`config.mk`:
```
export PLATFORM = sky130hd
export DESIGN_NAME = bpress_gen
export DESIGN_NICKNAME = d
export VERILOG_FILES = /design/src/rtl/bpress_gen.sv
export SDC_FILE = /design/constraint.sdc
export NUM_CORES = 1
export LEC_CHECK = 0
export BUFFER_PORTS_ARGS = -buffer_cell sky130_fd_sc_hd__buf_2
export CORE_ASPECT_RATIO = 1.2
export CORE_MARGIN = 3
export CORE_UTILIZATION = 65
export CTS_BUF_LIST = sky130_fd_sc_hd__clkbuf_4
export CTS_CLUSTER_SIZE = 40
export DETAILED_ROUTE_END_ITERATION = 8
export PLACE_DENSITY = 0.87
export SLEW_MARGIN = 20
export SYNTH_ARGS = -nofsm -noshare
export SYNTH_HDL_FRONTEND = slang
export SYNTH_SLANG_ARGS = --single-unit
```
`constraint.sdc`:
```
create_clock -name CLK -period 3.97 [get_ports CLK]
set_clock_uncertainty 0.05 [all_clocks]
set_input_delay 0.1985 -clock CLK [delete_from_list [all_inputs] [get_ports CLK]]
set_output_delay 0.1985 -clock CLK [all_outputs]
set_load 0.02 [all_outputs]
```
`src/rtl/bpress_gen.sv`:
```
// Button-press generator: turns request pulses into timed active-low presses, queueing overlapping requests.
// Optional contact-bounce emulation before each press is enabled by defining BPRESS_BOUNCE_EN.
module bpress_gen #(
  parameter int HOLD_CYCLES   = 7,
  parameter int GAP_CYCLES    = 3,
  parameter int PEND_W        = 3,
  parameter int BOUNCE_CYCLES = 4
) (
  input  logic              CLK,
  input  logic              RST,
  input  logic              pulse_in,
  output logic              button_out,
  output logic              busy,
  output logic [PEND_W-1:0] pending,
  output logic              overflow
);

  if (HOLD_CYCLES < 1 || GAP_CYCLES < 1 || BOUNCE_CYCLES < 1 || PEND_W < 1) begin : g_bad_cfg
    $error("bpress_gen: HOLD_CYCLES, GAP_CYCLES, BOUNCE_CYCLES and PEND_W must be >= 1");
  end

`ifdef BPRESS_BOUNCE_EN
  typedef enum logic [1:0] {
    S_IDLE   = 2'd0,
    S_HOLD   = 2'd1,
    S_GAP    = 2'd2,
    S_BOUNCE = 2'd3
  } state_t;
`else
  typedef enum logic [1:0] {
    S_IDLE = 2'd0,
    S_HOLD = 2'd1,
    S_GAP  = 2'd2
  } state_t;
`endif

  localparam logic [15:0]       HOLD_LD  = 16'(HOLD_CYCLES - 1);
  localparam logic [15:0]       GAP_LD   = 16'(GAP_CYCLES - 1);
  localparam logic [PEND_W-1:0] PEND_MAX = '1;

`ifdef BPRESS_BOUNCE_EN
  localparam logic [15:0] BNC_LD   = 16'(BOUNCE_CYCLES - 1);
  localparam state_t      START_ST = S_BOUNCE;
  localparam logic [15:0] START_LD = BNC_LD;
`else
  localparam state_t      START_ST = S_HOLD;
  localparam logic [15:0] START_LD = HOLD_LD;
`endif

  state_t              state_q, state_d;
  logic [15:0]         cnt_q, cnt_d;
  logic                btn_q, btn_d;
  logic [PEND_W-1:0]   pend_q, pend_d;
  logic                ovf_q, ovf_d;

  logic avail;
  logic take;
  logic pend_zero;
  logic enq;
  logic deq;

  assign pend_zero = (pend_q == '0);
  assign avail     = pulse_in | ~pend_zero;

  always_comb begin
    state_d = state_q;
    cnt_d   = cnt_q;
    btn_d   = btn_q;
    take    = 1'b0;
    case (state_q)
      S_IDLE: begin
        if (avail) begin
          take    = 1'b1;
          state_d = START_ST;
          cnt_d   = START_LD;
          btn_d   = 1'b0;
        end
      end
`ifdef BPRESS_BOUNCE_EN
      S_BOUNCE: begin
        if (cnt_q == '0) begin
          state_d = S_HOLD;
          cnt_d   = HOLD_LD;
          btn_d   = 1'b0;
        end else begin
          cnt_d = cnt_q - 16'd1;
          btn_d = ~btn_q;
        end
      end
`endif
      S_HOLD: begin
        if (cnt_q == '0) begin
          state_d = S_GAP;
          cnt_d   = GAP_LD;
          btn_d   = 1'b1;
        end else begin
          cnt_d = cnt_q - 16'd1;
        end
      end
      S_GAP: begin
        // Last gap cycle chains straight into the next press, no idle cycle.
        if (cnt_q == '0) begin
          if (avail) begin
            take    = 1'b1;
            state_d = START_ST;
            cnt_d   = START_LD;
            btn_d   = 1'b0;
          end else begin
            state_d = S_IDLE;
            btn_d   = 1'b1;
          end
        end else begin
          cnt_d = cnt_q - 16'd1;
        end
      end
      default: begin
        state_d = S_IDLE;
        cnt_d   = '0;
        btn_d   = 1'b1;
      end
    endcase
  end

  // A consumed request comes from the queue when one is waiting, else from pulse_in.
  assign deq = take & ~pend_zero;
  assign enq = pulse_in & ~(take & pend_zero);

  always_comb begin
    pend_d = pend_q;
    ovf_d  = ovf_q;
    if (enq && !deq) begin
      if (pend_q == PEND_MAX) begin
        ovf_d = 1'b1;
      end else begin
        pend_d = pend_q + 1'b1;
      end
    end else if (deq && !enq) begin
      pend_d = pend_q - 1'b1;
    end
  end

  always_ff @(posedge CLK) begin
    if (!RST) begin
      state_q <= S_IDLE;
      cnt_q   <= '0;
      btn_q   <= 1'b1;
      pend_q  <= '0;
      ovf_q   <= 1'b0;
    end else begin
      state_q <= state_d;
      cnt_q   <= cnt_d;
      btn_q   <= btn_d;
      pend_q  <= pend_d;
      ovf_q   <= ovf_d;
    end
  end

  assign button_out = btn_q;
  assign busy       = (state_q != S_IDLE);
  assign pending    = pend_q;
  assign overflow   = ovf_q;

endmodule

```
---- After elaboration in Yosys (flattened, before gate mapping) ----
Index checks and enable logic that the tools add are counted.
word-level totals
  bits in latches ......................... 0
  register bits ........................... 23
  bits of input ports ..................... 3
  word-level logic and storage cells ...... 53
  output and inout bits ................... 6
  memory bits (writable) .................. 0
  memories kept ........................... 0
  memory bits (read-only) ................. 0
cells by class
  shift operators ......................... 0
  order comparisons ....................... 0
  multiply operators ...................... 0
  divide/modulo/power cells ............... 0
  reductions and logical operators ........ 12
  equal/unequal tests ..................... 7
  bitwise logic cells ..................... 6
  mux-type cells .......................... 20
  add/subtract/negate cells ............... 3
operator list
  cell                                                                   number
  16-bit two-way mux                                                     3
  16-bit one-hot mux with 3 select lines                                 1
  16-bit zero test                                                       1
  16-bit by 1-bit subtractor with 16-bit output, second input constant   1
  3-bit two-way mux                                                      3
  2-bit inequality test, second input constant                           4
  1-bit two-way mux                                                      7
  2-bit two-way mux                                                      3
  2-bit one-hot mux with 3 select lines                                  1
  2-bit AND reduction                                                    2
  2-bit nonzero test                                                     2
  3-bit by 1-bit adder with 3-bit output, second input constant          1
  1-bit AND                                                              3
  3-bit equality test, second input constant                             1
  3-bit zero test                                                        1
  1-bit one-hot mux with 3 select lines                                  1
  3-bit AND reduction                                                    1
  3-bit by 1-bit subtractor with 3-bit output, second input constant     1
  2-bit by 1-bit equality test with 1-bit output, second input constant  1
  2-bit equality test, second input constant                             1
  1-bit logical AND                                                      2
  1-bit zero test                                                        2
  2-bit zero test                                                        1
  1-bit NOT                                                              2
  2 further kinds                                                        2

---- Depth between registers and ports, before layout ----
  depth after elaboration ................. 13
  gate-level depth with buffers ........... 10
  gate-level depth less buffers ........... 10

---- Least setup slack after synthesis ----
Ideal clock, no wire load.
  kind .................................... register to register
  start point ............................. reg cnt_q[4]
  end point ............................... reg pend_q[1] (netlist: pending[1])
  data arrival time ....................... 1,922 ps
  path slack .............................. 1,871 ps
  period minus slack after synthesis ...... 2,099 ps
  stages on the path, launching flop included .. 10
  data required time ...................... 3,793 ps
  library setup time ...................... 127 ps
  buffers on the path ..................... 2
  cells stage by stage .................... dfxtp_1 -> buf_6 -> or4_1 -> buf_2 -> nor3_4 -> a21oi_1 -> inv_1 -> fa_1 -> nand2_1 -> mux2i_1
between the ends
  elaborated cells between the ends (all ways) .. 15
  those cells by class .................... 1 x eq/ne; 3 x mux; 4 x bitwise; 7 x reduce/logical
RTL lines
  item                                     line  source
  start: declaration                       51    logic [15:0] cnt_q, cnt_d;
  start signal: assignment                 151   cnt_q <= cnt_d;
  16-bit zero test *                       102   if (cnt_q == '0) begin
  1-bit two-way mux *                      102
  1-bit one-hot mux with 2 select lines *  70    case (state_q)
  1-bit AND                                126   assign enq = pulse_in & ~(take & pend_zero);
  1-bit NOT                                126
  1-bit AND                                126
  1-bit logical AND *                      131   if (enq && !deq) begin
  3-bit two-way mux *                      131
  via pend_d[1]                            53    logic [PEND_W-1:0] pend_q, pend_d;
  end signal: assignment                   153   pend_q <= pend_d;
  end: declaration                         53
The timed path passes the listed nets; every way through them passes the cells marked *.
A chain may end at the register's enable or synchronous reset.

---- Final worst setup path ----
  start point ............................. reg cnt_q[0]
  end point ............................... reg pend_q[2] (netlist: pending[2])
between the ends
  longest elaborated chain between the ends .. 10
  elaborated cells between the ends (all ways) .. 15
  those cells by class .................... 1 x eq/ne; 3 x mux; 4 x bitwise; 7 x reduce/logical
RTL lines
  item                                     line  source
  16-bit zero test *                       102
  1-bit two-way mux *                      102
  1-bit one-hot mux with 2 select lines *  70
  1-bit AND                                126
  1-bit NOT                                126
  1-bit AND                                126
  1-bit zero test                          137   end else if (deq && !enq) begin
  1-bit logical AND                        137
  2-bit nonzero test (no source line)      --
  2-bit AND reduction (no source line)     --
Mark *: on every way between the ends. The rest lies on a longest branch, timed or not.

==> results.sh <==
export IMPL_max_freq_mhz=425
export IMPL_die_height_um=56.1
export IMPL_crit_path_max_incr_delay_ps=420
export IMPL_finalSetupViolations=0
export IMPL_layout_nets=174
export IMPL_ant_nets=0
export IMPL_routed_via_density=6.86
export IMPL_yosysMostFrequentCell="dfxtp_1"
export IMPL_drc=0
export IMPL_path_delay_family="adder cells"
export IMPL_hold_path_depth=2
export IMPL_cts_buffers=3
export IMPL_cts_sinks=23
export IMPL_dieArea_um2=2680
export IMPL_cts_resized_gates=0
export IMPL_dr_pass1_iters=4
export IMPL_post_drt_wl_per_cell_um=15.6
export IMPL_finalMaxSlewViolations=0
export IMPL_synth_edf_count=0
export IMPL_fin_crit_ps=2360
export IMPL_worstPathRequired_ps=4160
export IMPL_globalRoute_totalOverflow=0
export IMPL_finalWirelength_mm=2.92
export IMPL_whs_endpoint="overflow$_SDFFE_PN0P_"
export IMPL_yosys_top_cells_count="dfxtp_1, o21ai_0, nand2_1"
export IMPL_cts_root_buf="clkbuf_4"
export IMPL_path_cells="inv_1 > ha_1 > or3b_1 > nor2_1 > a21oi_1 > inv_1 > fa_1 > a32oi_1 > mux2i_1"
export IMPL_tns_ps=0
export IMPL_async_flop_share_pct=0
export IMPL_initial_core_util_pct=70.9
export IMPL_outcome="finished clean"
export IMPL_final_area_um2=1410
export IMPL_synth_top_area_share_pct=33.9
export IMPL_ios=9
export IMPL_hold_viol_final=0
export IMPL_first_global_vias=1214
export IMPL_timing_final_crit_share_pct=59.3
export IMPL_seq_area_frac_synth_pct=33.9
export IMPL_cp_end_kind="flop"
export IMPL_die_w_um=47.7
export IMPL_clk_pin_slew_ps=120
export IMPL_synth_top_cells_by_area="dfxtp_1, o21ai_0, nand2_1"
export IMPL_yosysTopAreaCell="dfxtp_1"
export IMPL_synth_nets=170
export IMPL_worstHoldStart="RST"
export IMPL_antenna_found_initial=0
export IMPL_drive_gt1_share_pct=11.9
export IMPL_rows=17
export IMPL_routabilityCongestion=0.858
export IMPL_insertedDiodeCount=0
export IMPL_place_area_um2=1380
export IMPL_ys_seq_elements=23
export IMPL_clock_latency_ps=300
export IMPL_critPathBufInv=2
export IMPL_post_dp_hpwl_mm=2.08
export IMPL_ys_flop_type="dfxtp_1"
export IMPL_areaGrowthSynthToFinish_pct=3.78
export IMPL_htree_levels=1
export IMPL_worstPathMaxFanout=6
export IMPL_cts_tree="done"
export IMPL_yosysUniqueCellTypes=49
export IMPL_grt_pass1_wl_mm=5.20
export IMPL_wl_met2_mm=1.47
export IMPL_synth_avg_cell_area_um2=8.23
export IMPL_holdCritPathClass="in -> reg"
export IMPL_cts_path_max_buffers=2
export IMPL_core_um2=1910
export IMPL_path_class="reg -> reg"
export IMPL_ff2ff_setup_slack_ps=1610
export IMPL_cts_hold_buf=0
export IMPL_max_slew_margin_pct=63.4
export IMPL_wl_met3_um=148
export IMPL_worst_ep_arrival_time_ps=2540
export IMPL_syn_inst=165
export IMPL_crit_slowest_cell="dfxtp_1"
export IMPL_drt_iter0_markers=57
export IMPL_reg2regPathDepth=9
export IMPL_port_buffer_count=8
export IMPL_drt_met1_wl_mm=1.25
export IMPL_worstMarginPinSlew_ps=548
export IMPL_drv_cap=0
export IMPL_grt_use_total_pct=25.2
export IMPL_rr_endpoint="pending[2]$_SDFFE_PN0P_"
export IMPL_vias=1282
export IMPL_post_cts_buffers=0
export IMPL_grt_max_degree=19
export IMPL_cp_common_cell="inv_1"
export IMPL_grt_setup_unrepaired="false"
export IMPL_timing_rr_start="cnt_q[0]$_SDFF_PN0_"
export IMPL_top_layer="met4"
export IMPL_yosysWarnings=0
export IMPL_synth_area_um2=1360
export IMPL_start_kind="flop"
-- placed cells by master (no fill, tap or decap), types with 5 or more instances in the layout --
cell      n
dfxtp_1  23
nor3_1    8
inv_1     6
nand3_1   7
a21oi_1   8
nand2_1  14
buf_2     8
or4_1     5
nor2_1   11
nor4_1    5
o21ai_0  17
-- state kept, by name (all words and copies together), names as in the netlist --
register	flops
pending	3
state_q	2
button_out	1
overflow	1
cnt_q	16
-- layer usage --
layer | track usage [%] | up-vias
met2 | 39.5 | 58
li1 | - | 627
met1 | 33.5 | 593
met5 | 0 | -
met3 | 3.56 | 4
met4 | 9.23 | 0
-- metrics by stage --
| stage | setup WS [ps] | utilization (%) | hold slack (ps) | instances |
|---|---|---|---|---|
| 4_1_cts | 1620 | 73.6 | 211 | 187 |
| 6_report | 1610 | 73.6 | 221 | 187 |
| 2_1_floorplan | 1870 | - | 407 | 165 |
| 3_3_place_gp | 1720 | 72.0 | 392 | 183 |
| 3_5_place_dp | 1650 | 72.0 | 400 | 183 |
| 5_1_grt | 1330 | 73.6 | 225 | 187 |
-- worst register-to-register path: stages (launching register included) --
cell,delay [ps]
dfxtp_1,420
inv_1,60
ha_1,220
or3b_1,310
nor2_1,70
a21oi_1,230
inv_1,100
fa_1,400
a32oi_1,220
mux2i_1,210
-- layout make-up --
class	instances	area, um^2
multi-input cells	127	832
inverters	6	22.5
fillers	156	505
flip-flops and latches	23	460
repair buffers	8	40.0
clock buffers	4	30.0
well taps	19	23.8
-- cell families after synthesis --
kind of cell | synth area share (%)
AND/OR/NAND/NOR | 29.7
AO/OA/AOI/OAI | 24.3
flip-flops | 33.9
buffers and inverters | 4.79
multiplexers | 2.95
XOR/XNOR | 1.94
adder cells (fa/ha/maj) | 2.40
-- worst max-delay path by stage --
stage | start | to | slack [ps] | depth (start not counted)
floorplan | cnt_q[4]$_SDFF_PN0_ | pending[1]$_SDFFE_PN0P_ | 1870 | 9
finish | cnt_q[0]$_SDFF_PN0_ | pending[2]$_SDFFE_PN0P_ | 1610 | 9
detailed placement | cnt_q[0]$_SDFF_PN0_ | pending[2]$_SDFFE_PN0P_ | 1650 | 9
global route | cnt_q[1]$_SDFF_PN0_ | cnt_q[9]$_SDFF_PN0_ | 1330 | 7
global placement | cnt_q[0]$_SDFF_PN0_ | pending[2]$_SDFFE_PN0P_ | 1720 | 9
CTS | cnt_q[0]$_SDFF_PN0_ | pending[2]$_SDFFE_PN0P_ | 1620 | 9
Power is not shown: default switching activity piles up to over one toggle a cycle in this logic, so the estimate is an artifact.
